**config.mk**
```make
export PLATFORM = sky130hd
export DESIGN_NAME = pulse_transmitter_symbol_sequencer
export DESIGN_NICKNAME = d
export VERILOG_FILES = /design/src/rtl/pulse_transmitter_symbol_sequencer.sv
export SDC_FILE = /design/constraint.sdc
export NUM_CORES = 1
export LEC_CHECK = 0
export CORE_UTILIZATION = 60
export CTS_BUF_LIST = sky130_fd_sc_hd__clkbuf_8
export DETAILED_ROUTE_END_ITERATION = 7
export DONT_BUFFER_PORTS = 1
export HOLD_SLACK_MARGIN = 0.03
export MAX_ROUTING_LAYER = met4
export PLACE_DENSITY = 0.76
export SYNTH_ARGS = -nofsm -noshare
export SYNTH_HDL_FRONTEND = slang
export SYNTH_SLANG_ARGS = --single-unit
```
**constraint.sdc**
```tcl
create_clock -name clk -period 3.5 [get_ports clk]
set_clock_uncertainty 0.05 [all_clocks]
set_input_delay 0 -clock clk [delete_from_list [all_inputs] [get_ports clk]]
set_output_delay 0 -clock clk [all_outputs]
set_load 0.02 [all_outputs]
```
**src/rtl/pulse_transmitter_symbol_sequencer.sv**
```systemverilog
// Pulse transmitter symbol sequencer.
// Plays a programmable list of {level, prescaler, duration} symbols by
// configuring an external countdown timer one symbol at a time, optionally
// repeating the list, and drives the transmitted waveform level.
module pulse_transmitter_symbol_sequencer #(
    parameter  int PRESCALER_WIDTH = 16,
    parameter  int TIMER_WIDTH     = 8,
    parameter  int DEPTH           = 8,
    localparam int PW              = $clog2(PRESCALER_WIDTH),
    localparam int AW              = $clog2(DEPTH),
    localparam int EW              = 1 + PW + TIMER_WIDTH
) (
    input  logic                   clk,
    input  logic                   sys_rst_n,
    input  logic                   wr_en,
    input  logic [AW-1:0]          wr_addr,
    input  logic [EW-1:0]          wr_data,
    input  logic [AW-1:0]          last_index,
    input  logic [7:0]             loop_count,
    input  logic                   idle_level,
    input  logic                   start,
    input  logic                   stop,
    input  logic                   timer_pulse,
    output logic                   timer_en,
    output logic [PW-1:0]          timer_prescaler,
    output logic [TIMER_WIDTH-1:0] timer_duration,
    output logic                   pulse_out,
    output logic                   busy,
    output logic                   done,
    output logic [AW-1:0]          symbol_index
);

    typedef enum logic [1:0] {
        IDLE = 2'd0,
        LOAD = 2'd1,
        RUN  = 2'd2,
        DONE = 2'd3
    } state_t;

    typedef struct packed {
        logic                   level;
        logic [PW-1:0]          prescaler;
        logic [TIMER_WIDTH-1:0] duration;
    } entry_t;

    entry_t                 mem [DEPTH];
    state_t                 state, state_n;
    logic [AW-1:0]          index, index_n;
    logic [7:0]             loops_left, loops_n;
    logic                   timer_en_n, pulse_n, busy_n, done_n;
    logic [PW-1:0]          prescaler_n;
    logic [TIMER_WIDTH-1:0] duration_n;
    logic [AW-1:0]          symbol_index_n;
    logic                   load_req;
    entry_t                 load_entry;

    // Symbol buffer: writable at any time, read when a symbol is loaded.
    // NOTE: storage-only array, deliberately not reset, so it maps to plain flops/RAM without a reset tree.
    always_ff @(posedge clk) begin
        if (wr_en) mem[wr_addr] <= entry_t'(wr_data);
    end

    // State and registered outputs.
    // NOTE: sequential state uses non-blocking assignments so every register samples pre-edge values.
    always_ff @(posedge clk or negedge sys_rst_n) begin
        if (!sys_rst_n) begin
            state           <= IDLE;
            index           <= '0;
            loops_left      <= '0;
            timer_en        <= 1'b0;
            timer_prescaler <= '0;
            timer_duration  <= '0;
            pulse_out       <= 1'b0;
            busy            <= 1'b0;
            done            <= 1'b0;
            symbol_index    <= '0;
        end else begin
            state           <= state_n;
            index           <= index_n;
            loops_left      <= loops_n;
            timer_en        <= timer_en_n;
            timer_prescaler <= prescaler_n;
            timer_duration  <= duration_n;
            pulse_out       <= pulse_n;
            busy            <= busy_n;
            done            <= done_n;
            symbol_index    <= symbol_index_n;
        end
    end

    // Next-state and next-output decode; a symbol load and stop override the per-state defaults.
    always_comb begin
        // NOTE: every output of this block gets a default first, so no path can infer a latch.
        state_n        = state;
        index_n        = index;
        loops_n        = loops_left;
        timer_en_n     = 1'b0;
        prescaler_n    = timer_prescaler;
        duration_n     = timer_duration;
        pulse_n        = pulse_out;
        busy_n         = 1'b0;
        done_n         = 1'b0;
        symbol_index_n = symbol_index;
        load_req       = 1'b0;
        load_entry     = '0;

        case (state)
            IDLE: begin
                pulse_n = idle_level;
                if (start && !stop) begin
                    index_n  = '0;
                    loops_n  = loop_count;
                    load_req = 1'b1;
                end
            end
            LOAD: begin
                state_n    = RUN;
                timer_en_n = 1'b1;
                busy_n     = 1'b1;
            end
            RUN: begin
                timer_en_n = 1'b1;
                busy_n     = 1'b1;
                if (timer_pulse) begin
                    if (index < last_index) begin
                        index_n  = index + AW'(1);
                        load_req = 1'b1;
                    end else if (loops_left != 8'd0) begin
                        loops_n  = loops_left - 8'd1;
                        index_n  = '0;
                        load_req = 1'b1;
                    end else begin
                        state_n    = DONE;
                        timer_en_n = 1'b0;
                        busy_n     = 1'b0;
                        done_n     = 1'b1;
                        pulse_n    = idle_level;
                    end
                end
            end
            DONE: begin
                state_n = IDLE;
                pulse_n = idle_level;
            end
            default: state_n = IDLE;
        endcase

        // Latch the next symbol's configuration; the timer stays disabled for the LOAD cycle.
        if (load_req) begin
            load_entry     = mem[index_n];
            state_n        = LOAD;
            timer_en_n     = 1'b0;
            busy_n         = 1'b1;
            pulse_n        = load_entry.level;
            prescaler_n    = load_entry.prescaler;
            duration_n     = load_entry.duration;
            symbol_index_n = index_n;
        end

        // Abort wins over everything, including a same-cycle timer_pulse.
        if (stop && state != IDLE) begin
            state_n    = IDLE;
            timer_en_n = 1'b0;
            busy_n     = 1'b0;
            done_n     = 1'b0;
            pulse_n    = idle_level;
        end
    end

endmodule

```
# Word-level counts from Yosys, hierarchy flattened

Memories as Yosys holds them, arrays and structs flattened.
Index checks and enable logic that the tools add are counted.

Logic and storage cells: 77
Output and inout port bits: 19
Memories kept: 1
Input port bits: 34
Memory bits (writable): 104
Bits in registers: 32

Equality and inequality tests: 10
Order comparisons: 1
Reduce and logical (&&, ||, !) cells: 13
Mux-type cells: 40
Add/sub/neg operators: 2

Memories:

| memory | depth | width | rd ports | clocked after memory_dff | write ports | RTL line | source |
|---|---|---|---|---|---|---|---|
| mem    | 8     | 13    | 1        | 0                        | 1           | 46       | `entry_t mem [DEPTH];` |

Operators with widths:

| operator            | count |
|---|---|
| $mux 8              | 4 |
| $mux 1              | 21 |
| $pmux 8 s2          | 1 |
| $mux 3              | 4 |
| $ne 4x4->1 const B  | 3 |
| $mux 2              | 5 |
| $ne 2x2->1 const B  | 4 |
| $reduce_and 4->1    | 2 |
| $reduce_bool 8->1   | 1 |
| $sub 8x1->8 const B | 1 |
| $pmux 1 s2          | 3 |
| $pmux 2 s3          | 1 |
| $pmux 3 s2          | 1 |
| $reduce_and 5->1    | 1 |
| $reduce_bool 5->1   | 1 |
| $eq 2x2->1 const B  | 2 |
| $reduce_bool 2->1   | 2 |
| $reduce_bool 4->1   | 1 |
| $add 3x1->3 const B | 1 |
| $lt 3x3->1          | 1 |
| $eq 2x1->1 const B  | 1 |
| $logic_and 1x1->1   | 2 |
| $logic_not 2->1     | 1 |
| $reduce_or 2->1     | 1 |
| $logic_not 1->1     | 1 |

# Longest topological paths before layout

Gate-level depths: netlist of run 1.
An unclocked memory read counts as a cell.

Word-level depth: 8
Gate-level depth with buffers: 13
Mapped depth without buffers: 10

# Worst setup path after synthesis of run 1

Ideal clock, no wire load.

Path kind: flip-flop to flip-flop
Start: reg index[2]
End: reg timer_duration[3]
Clock period less this slack: 2.754 ns
Path buffers: 3
Cell stages (with the launch flop): 13
Data required time: 3.324 ns
Setup slack: 0.746 ns
Arrival time: 2.578 ns
Library setup time: 0.126 ns
Cell sequence: dfrtp_1 > ha_1 > a21o_1 > a31o_1 > buf_6 > or3_1 > buf_2 > o21a_4 > clkinv_4 > buf_6 > mux2i_1 > mux2i_1 > a221o_1

Word-level cells in the longest chain between the ends: 5
Elaborated cells between the ends (all ways): 11
Those cells by class: 1 x add/sub; 1 x order compare; 8 x mux; 1 x memory

Ends and longest elaborated chain:

| element                                   | RTL line | source |
|---|---|---|
| start, declared                           | 48       | `logic [AW-1:0] index, index_n;` |
| start signal, assigned                    | 79       | `index <= index_n;` |
| $add 3x1->3, or another cell as far along | 126      | `index_n = index + AW'(1);` |
| $mux 3                                    | 125      | `if (index < last_index) begin` |
| $mux 3                                    | 124      | `if (timer_pulse) begin` |
| $pmux 3 s2                                | 107      | `case (state)` |
| $mem_v2 8x13                              | n/a      |  |
| end signal, assigned                      | 83       | `timer_duration <= duration_n;` |
| end, declared                             | 26       | `output logic [TIMER_WIDTH-1:0] timer_duration,` |

Several ways; a longest one is shown, not always the timed one.
A chain may end at the register's enable or synchronous reset.

# Worst setup path after layout of run 1

Start: reg state[0]
End: reg timer_duration[1]

Word-level cells in the longest chain between the ends: 3
Elaborated cells between the ends (all ways): 5
Those cells by class: 1 x eq/ne; 2 x mux; 1 x reduce/logical; 1 x memory

Ends and longest elaborated chain:

| element                                              | RTL line | source |
|---|---|---|
| start, declared                                      | 47       | `state_t state, state_n;` |
| start signal, assigned                               | 78       | `state <= state_n;` |
| $eq 2x2->1 / $logic_not 2->1 (equally long branches) | 107      |  |
| $pmux 3 s2                                           | 107      |  |
| $mem_v2 8x13                                         | n/a      |  |

Several ways; a longest one is shown, not always the timed one.

==> impl_metrics.tcl, run 1 <==
set metrics [dict create \
    final_common_cell "edfxtp_1" \
    finalCriticalPeriod_ns 3.146 \
    die_w_um 100.9 \
    use_met2_pct 41.62 \
    wl_per_cell_um 19.50 \
    drv_cap 0 \
    grt_max_degree 54 \
    track_usage_pct 25.65 \
    cts_tree "done" \
    grt_overflow_total 0 \
    htree_levels 4 \
    max_freq_mhz 317.9 \
    critPathArrivalTime_ns 3.40 \
    row_count 35 \
    slew_violations 0 \
    finalSetupViolCount 0 \
    wl_um 11720 \
    irDropWorstVdd_mv 0.4145 \
    synth_seq_area_share_pct 66.88 \
    insertion_delay_ns 0.43 \
    cpPeakStageDelay_ns 0.45 \
    hpwl_um 7315 \
    root_buffer "clkbuf_8" \
    final_cell_mix "edfxtp_1 (104), mux2i_1 (43), nand2_1 (41)" \
    setup_tns_ns 0 \
    fp.coreArea_um2 9371 \
    syn_inst 413 \
    switching_share_pct 35.46 \
    fin_nets 501 \
    drc 0 \
    r2r_start "state[0]$_DFFE_PN0P_" \
    clkSinkCount 136 \
    period_share_pct 89.89 \
    clkSlewWorstSetupHoldPaths_ns 0.08 \
    power.share.combinational_pct 28.4 \
    cts.path.max_buffers 2 \
    synth_area_um2 5867 \
    synthArstFlopShare_pct 23.53 \
    firstDrtPassIters 5 \
    hold_violations 0 \
    yosys_warnings 0 \
    p_leak_nw 2.451 \
    p_per_area_nw_per_um2 714.4 \
    max_slew_margin_pct 14.25 \
    layout_setup_ws_ns 0.3539 \
    gp_congestion 0.8230 \
    die_area_um2 10180 \
    p_clk_share_pct 25.0 \
    drtAntennaViolNets 0 \
    rsz0062_at_grt "false" \
    status "finished, final reports clean" \
    endpoint_kind "flop" \
    hold_start "wr_addr[1]" \
    worstPathRequired_ns 3.75 \
    synth_ff_type "edfxtp_1" \
    crit_path_top_delay_cell "dfrtp_1" \
    total_power_w 0.004830 \
    cp_max_fo 53 \
    crit_type "flop to flop" \
    p_int_w 0.003117 \
    synth_nets 455 \
    seqPwrFrac_pct 46.6 \
    initial_core_util_pct 62.60 \
    worstPathCellList "inv_1 > ha_1 > buf_4 > clkinv_1 > nand2_1 > nand2_1 > o21a_4 > inv_8 > mux2i_1 > mux2i_1 > a221o_1" \
    synth_cell_type_count 51 \
    drtIter0Drc 234 \
    die_y_um 100.9 \
    post_cts_buffers 0 \
    hold_path_class "input port to flop" \
    drive_gt1_share_pct 12.71 \
    synth-edff-count 104 \
    viasPerCell 6.111 \
    grt_use_met3_pct 8.738 \
    met1_usage_pct 30.30 \
    cp-start-kind "flop" \
    io_buffers 0 \
    grt_busiest_layer "met2" \
    area_growth_pct 15.23 \
    via_count 3673 \
    grt_pass1_wl_um 18550 \
    utilization_pct 72.14 \
    worstSetupStartpoint "state[0]$_DFFE_PN0P_" \
    yosys_register_bits 136 \
    tightestPinTransition_ns 1.279 \
    grt_pass1_vias 3694 \
    avgSynthCellArea_um2 14.21 \
    n_antenna_cell 0 \
    dp_slack_ns 0.3166 \
    p_sw_w 0.001713 \
    cts_made_buffers 17 \
    io_pins 53 \
    antenna_found_initial 0 \
]
## power by group through the flow
stage	combinational, W	clock, W	sequential (W)
floorplan	0.00105	0	0.00223
global placement	0.00124	0	0.00228
detailed placement	0.00129	0	0.00229
CTS	0.00137	0.00122	0.00226
global route	0.00151	0.00130	0.00228
finish	0.00137	0.00121	0.00225
## critical path, delay by kind of cell, from the launching register on
kind	cells	cell delay, ns
buffers and inverters	4	0.75
DFF	1	0.45
muxes	2	0.35
adders and majority gates	1	0.36
and+or+nand+nor	2	0.38
AOI/OAI and AO/OA	2	0.64
## logic make-up after synthesis
kind of cell | share of synthesized area [%]
fa+ha+maj | 1.706
simple gates | 6.931
compound gates | 13.67
mux | 7.528
buf+inv | 3.284
flops | 66.88
## area by class of cell
type | instances | area, µm²
sequential | 136 | 3924
fill | 658 | 2611
multi-input combinational | 242 | 1760
timing repair buffer | 51 | 490.5
clock buffer | 17 | 234.0
tap | 129 | 161.4
clock inverter | 15 | 141.4
inverter | 11 | 48.80
## layer usage
| metal | share of wire [%] | vias to the layer above |
|---|---|---|
| met3 | 7.2 | 14 |
| li1 | - | 1698 |
| met2 | 51 | 140 |
| met1 | 41 | 1821 |
| met5 | 0 | - |
| met4 | 0.94 | 0 |
## repair_timing
| item | 4_1_cts | 5_1_grt |
|---|---|---|
| hold endpoints to repair | 223 | 0 |
| hold buffers | 35 | 0 |
| setup endpoints to repair | 0 | 1 |
| gates resized for setup | 0 | 1 |
## cells in the mapped netlist (all sizes together), types with 2 or more instances
cell	n	area, µm²
edfxtp	104	3123
mux2i	43	430.4
nand2	41	153.9
dfrtp	32	800.8
nor2	20	75.07
a211oi	14	117.6
buf	14	108.9
a21oi	13	65.06
a221o	13	130.1
a311oi	13	113.9
o211a	13	130.1
o21ai	13	68.82
clkbuf	10	37.54
ha	8	100.1
inv	8	30.03
nand3	6	30.03
nor3	5	25.02
o22ai	5	31.28
nand2b	4	25.02
and3	3	18.77
clkinv	3	16.27
a31oi	2	12.51
nor2b	2	12.51
nor3b	2	15.01
o21a	2	22.52
o221a	2	22.52
## state kept, by name, indices dropped and copies added, names as in the netlist
signal / flops
busy: 1
done: 1
index: 3
loops_left: 8
mem: 104
pulse_out: 1
state: 2
symbol_index: 3
timer_duration: 8
timer_en: 1
timer_prescaler: 4
## final timing paths
check	slack (ns)	to	cells past startpoint
worst max-delay path	0.35	timer_duration[1]$_DFFE_PN0P_	11
min in group asynchronous	0.06	state[0]$_DFFE_PN0P_	3
worst min register to register	0.54	loops_left[0]$_DFFE_PN0P_	2
worst min-delay path	0.05	mem[5][4]$_DFFE_PP_	3
max in group asynchronous	3.15	timer_duration[1]$_DFFE_PN0P_	3
worst max register to register	0.35	timer_duration[1]$_DFFE_PN0P_	11
## stage by stage
| stage | hold WS, ns | instance area, µm² | instances |
|---|---|---|---|
| 6_report | 0.05423 | 6760 | 601 |
| 5_1_grt | 0.03806 | 6760 | 601 |
| 4_1_cts | 0.03638 | 6758 | 601 |
| 3_5_place_dp | -0.3449 | 6012 | 534 |
| 3_3_place_gp | -0.3449 | 6012 | 534 |
| 2_1_floorplan | -0.3456 | 5867 | 413 |
No activity file was read; power rests on OpenSTA's default activity.
==> inputs of run 2 (changes only) <==
BUFFER_PORTS_ARGS = -buffer_cell sky130_fd_sc_hd__buf_2   (was not set)
DONT_BUFFER_PORTS = not set   (was 1)
PLACE_DENSITY = 0.8   (was 0.76)
clock period = 3 ns   (was 3.5 ns; I/O delays follow)
==> impl_metrics.tcl, run 2 (synthesis results as in run 1) <==
set metrics [dict create \
    power.share.combinational_pct 34.4 \
    final_common_cell "edfxtp_1" \
    slew_violations 0 \
    insertion_delay_ns 0.44 \
    hold_path_class "input port to flop" \
    drive_gt1_share_pct 24.39 \
    switching_share_pct 35.09 \
    cp-start-kind "flop" \
    critPathArrivalTime_ns 3.12 \
    cts_tree "done" \
    p_leak_nw 2.706 \
    largestRegisters "mem: 104 flops, loops_left: 8 flops, timer_duration: 8 flops" \
    wl_per_cell_um 18.97 \
    grt_overflow_total 0 \
    p_int_w 0.003823 \
    area_growth_pct 20.58 \
    hpwl_um 8092 \
    p_per_area_nw_per_um2 832.5 \
    finalCriticalPeriod_ns 2.843 \
    wl_um 12480 \
    io_buffers 52 \
    track_usage_pct 27.76 \
    tightestPinTransition_ns 0.7628 \
    max_slew_margin_pct 49.14 \
    drc 0 \
    hold_violations 0 \
    cp_max_fo 17 \
    setup_tns_ns 0 \
    firstDrtPassIters 5 \
    drv_cap 0 \
    n_antenna_cell 0 \
    p_clk_share_pct 23.8 \
    die_area_um2 10180 \
    htree_levels 4 \
    initial_core_util_pct 62.60 \
    p_sw_w 0.002067 \
    status "finished, final reports clean" \
    die_y_um 100.9 \
    worstPathRequired_ns 3.28 \
    fin_nets 558 \
    endpoint_kind "flop" \
    max_freq_mhz 351.8 \
    grt_pass1_wl_um 19950 \
    drtAntennaViolNets 0 \
    cts.path.max_buffers 2 \
    largest-register "mem" \
    final_cell_mix "edfxtp_1 (104), buf_2 (52), mux2i_1 (42)" \
    row_count 35 \
    fp.coreArea_um2 9371 \
    period_share_pct 94.76 \
    drtIter0Drc 199 \
    cts_made_buffers 17 \
    seqPwrFrac_pct 41.8 \
    clkSlewWorstSetupHoldPaths_ns 0.08 \
    dpl_cell_area_um2 6380 \
    crit_type "flop to flop" \
    grt_max_degree 33 \
    finalSetupViolCount 0 \
    irDropWorstVdd_mv 0.5214 \
    grt_pass1_vias 4058 \
    largest_reg_flops 104 \
    via_count 3944 \
    fin_area_um2 7074 \
    viasPerCell 5.994 \
    fillers 595 \
    die_w_um 100.9 \
    gp_congestion 0.8760 \
    rsz0062_at_grt "false" \
    antenna_found_initial 0 \
    clkSinkCount 136 \
    io_pins 53 \
    root_buffer "clkbuf_8" \
]
-- run 2: path summary, 6_finish.rpt --
kind | start | to | slack (ns) | cells after the start
max | index[2]$_DFF_PN0_ | timer_duration[1]$_DFFE_PN0P_ | 0.16 | 10
min | wr_addr[0] | mem[4][3]$_DFFE_PP_ | 0.1 | 3
max reg2reg | index[2]$_DFF_PN0_ | timer_duration[1]$_DFFE_PN0P_ | 0.16 | 10
min reg2reg | symbol_index[2]$_DFFE_PN0P_ | symbol_index[2]$_DFFE_PN0P_ | 0.46 | 2
max in group asynchronous | sys_rst_n | timer_duration[4]$_DFFE_PN0P_ | 2.29 | 2
min in group asynchronous | sys_rst_n | state[0]$_DFFE_PN0P_ | 0.12 | 2
-- run 2: worst max-delay path, stage by stage, from the launching register on --
cell and delay (ns):
dfrtp_1 0.43, ha_4 0.25, a21o_1 0.20, a31o_2 0.27, or3_4 0.40, o21a_4 0.15, inv_8 0.13, buf_12 0.18
mux2i_2 0.24, mux2i_1 0.11, a221o_1 0.32
-- run 2: cell type report --
type	count	area (µm²)	share of cell area [%]
clock buffers	18	247.7	3.502
repair buffers	108	777.0	10.98
inverters	11	48.80	0.6898
multi-input cells	242	1789	25.29
flip-flops and latches	136	3924	55.47
well taps	129	161.4	2.282
clock inverters	14	126.4	1.786
-- run 2: through the flow --
step | util (%) | setup slack, ns | power (W) | hold WS, ns | instances
2_1_floorplan | - | 0.2456 | 0.003822 | -0.3456 | 413
3_3_place_gp | 68.08 | 0.1923 | 0.004338 | 0.05923 | 597
3_5_place_dp | 68.08 | -0.01193 | 0.004428 | 0.07114 | 597
4_1_cts | 74.95 | 0.003389 | 0.005854 | 0.07169 | 656
5_1_grt | 75.49 | 0.02864 | 0.006201 | 0.08923 | 658
6_report | 75.49 | 0.1572 | 0.005889 | 0.09541 | 658
-- run 2: power groups by stage --
stage	Clock (W)	Combinational [W]	Sequential (W)
after floorplan	0	0.00122	0.00260
after global placement	0	0.00185	0.00249
after detailed placement	0	0.00194	0.00249
after CTS	0.00141	0.00199	0.00246
after global routing	0.00150	0.00221	0.00249
final	0.00140	0.00203	0.00246
-- run 2: what timing repair did --
item,CTS,global route
buffers inserted,0,2
hold endpoints to repair,148,0
setup endpoints to repair,0,13
hold buffers,27,0
resized for setup,0,9
-- run 2: routing by layer --
metal	GRT usage, %	vias to the layer above	wire [µm]
li1	-	1808	-
met1	30.64	1965	5115
met2	47.58	140	6395
met3	8.391	31	691
met4	10.26	0	279
met5	-	-	0
==> inputs of run 3 (changes only) <==
BUFFER_PORTS_ARGS = not set   (was -buffer_cell sky130_fd_sc_hd__buf_2)
DONT_BUFFER_PORTS = 1   (was not set)
PLACE_DENSITY = 0.76   (was 0.8)
==> impl_metrics.tcl, run 3 (synthesis results as in run 1) <==
set metrics [dict create \
    cp-start-kind "flop" \
    crit_type "flop to flop" \
    antenna_found_initial 0 \
    fillers 592 \
    viasPerCell 6.228 \
    largest-register "mem" \
    status "finished, final reports clean" \
    cts_made_buffers 17 \
    root_buffer "clkbuf_8" \
    die_area_um2 10180 \
    insertion_delay_ns 0.42 \
    track_usage_pct 27.08 \
    drc 0 \
    fp.coreArea_um2 9371 \
    die_w_um 100.9 \
    reg2reg_setup_slack_ns 0.15 \
    irDropWorstVdd_mv 0.4516 \
    critPathArrivalTime_ns 3.10 \
    finalSetupViolCount 0 \
    via_count 3830 \
    slew_violations 0 \
    initial_core_util_pct 62.60 \
    hold_start "timer_pulse" \
    drtAntennaViolNets 0 \
    row_count 35 \
    final_common_cell "edfxtp_1" \
    area_growth_pct 19.32 \
    fin_nets 515 \
    hpwl_um 7423 \
    grt_max_degree 33 \
    die_y_um 100.9 \
    gp_congestion 0.9040 \
    grt_pass1_wl_um 19490 \
    setup_tns_ns 0 \
    hold_end "index[2]$_DFF_PN0_" \
    cts.path.max_buffers 2 \
    clkSlewWorstSetupHoldPaths_ns 0.07 \
    finalCriticalPeriod_ns 2.848 \
    cts_tree "done" \
    multi_input_area_um2 1800 \
    period_share_pct 94.94 \
    seq_area_um2 3924 \
    max_slew_margin_pct 54.05 \
    largest_reg_flops 104 \
    firstDrtPassIters 4 \
    hold_path_class "input port to flop" \
    io_pins 53 \
    p_leak_nw 2.558 \
    drv_cap 0 \
    io_buffers 0 \
    clkSinkCount 136 \
    hold_violations 0 \
    r2r_cells 10 \
    htree_levels 4 \
    r2r_start "index[2]$_DFF_PN0_" \
    whs_ns 0.05546 \
    wl_per_cell_um 20.33 \
    max_freq_mhz 351.1 \
    drtIter0Drc 233 \
    worst_hold_path.num_cells 4 \
    cp_max_fo 12 \
    drive_gt1_share_pct 15.64 \
    n_antenna_cell 0 \
    worstPathRequired_ns 3.25 \
    wl_um 12510 \
    reg2reg_to "timer_duration[6]$_DFFE_PN0P_" \
    grt_pass1_vias 3889 \
    grt_overflow_total 0 \
    largestRegisters "mem: 104 flops, loops_left: 8 flops, timer_duration: 8 flops" \
    tightestPinTransition_ns 0.6885 \
    p_per_area_nw_per_um2 846.2 \
    final_cell_mix "edfxtp_1 (104), mux2i_1 (42), nand2_1 (40)" \
    rsz0062_at_grt "false" \
    endpoint_kind "flop" \
]
run 3: area by class of cell:
cell class / instances / area share (%)
clock inverters: 14 / 2.288
clock buffers: 18 / 3.539
flip-flops and latches: 136 / 56.05
well taps: 129 / 2.306
multi-input cells: 242 / 25.72
repair buffers: 65 / 9.401
inverters: 11 / 0.6971
run 3: power breakdown:
| part | switching [W] | internal, W | total [W] |
|---|---|---|---|
| clock | 0.000691 | 0.000837 | 0.00153 |
| combinational | 0.000964 | 0.000803 | 0.00177 |
| sequential | 0.000345 | 0.00228 | 0.00263 |
run 3: timing repair:
action	in CTS	in global routing
setup buffers	1	0
hold endpoints to repair	214	1
gates cloned	1	0
setup endpoints to repair	1	11
pin swaps	1	0
resized for setup	5	6
hold buffers	39	1
run 3: critical path: stages (launching register included):
cell,delay (ns)
dfrtp_1,0.43
ha_4,0.24
a21o_1,0.19
a31o_2,0.29
or3_4,0.40
o21a_4,0.15
inv_8,0.12
buf_12,0.16
mux2i_2,0.24
mux2i_1,0.12
a221o_1,0.33
run 3: worst max path at each step:
stage	slack, ns	from	endpoint	cells after the start
after floorplan	0.25	index[2]$_DFF_PN0_	timer_duration[3]$_DFFE_PN0P_	12
after global placement	0.17	state[0]$_DFFE_PN0P_	timer_duration[1]$_DFFE_PN0P_	11
after detailed placement	0.05	index[2]$_DFF_PN0_	timer_duration[6]$_DFFE_PN0P_	8
after CTS	0.002	index[2]$_DFF_PN0_	timer_duration[6]$_DFFE_PN0P_	10
after global routing	0.06	index[2]$_DFF_PN0_	timer_duration[6]$_DFFE_PN0P_	10
final	0.15	index[2]$_DFF_PN0_	timer_duration[6]$_DFFE_PN0P_	10
run 3: per-stage QoR:
stage / setup slack (ns) / instance area, µm² / total power, W / util, % / cells
CTS: 0.001876 / 6958 / 0.005913 / 74.25 / 614
detailed placement: 0.05229 / 6090 / 0.004229 / 64.98 / 541
global placement: 0.1722 / 6090 / 0.004156 / 64.98 / 541
finish: 0.1517 / 7000 / 0.005924 / 74.70 / 615
global route: 0.05598 / 7000 / 0.006227 / 74.70 / 615
floorplan: 0.2456 / 5867 / 0.003822 / - / 413
run 3: routing by layer:
metal,up-vias,share of wire (%),wire [µm],global-route usage (%)
met1,1923,41,5067,32.10
met4,0,1.6,203,12.82
met2,153,51,6419,44.26
met3,20,6.5,815,6.033
li1,1734,-,-,-
met5,-,0,0,-
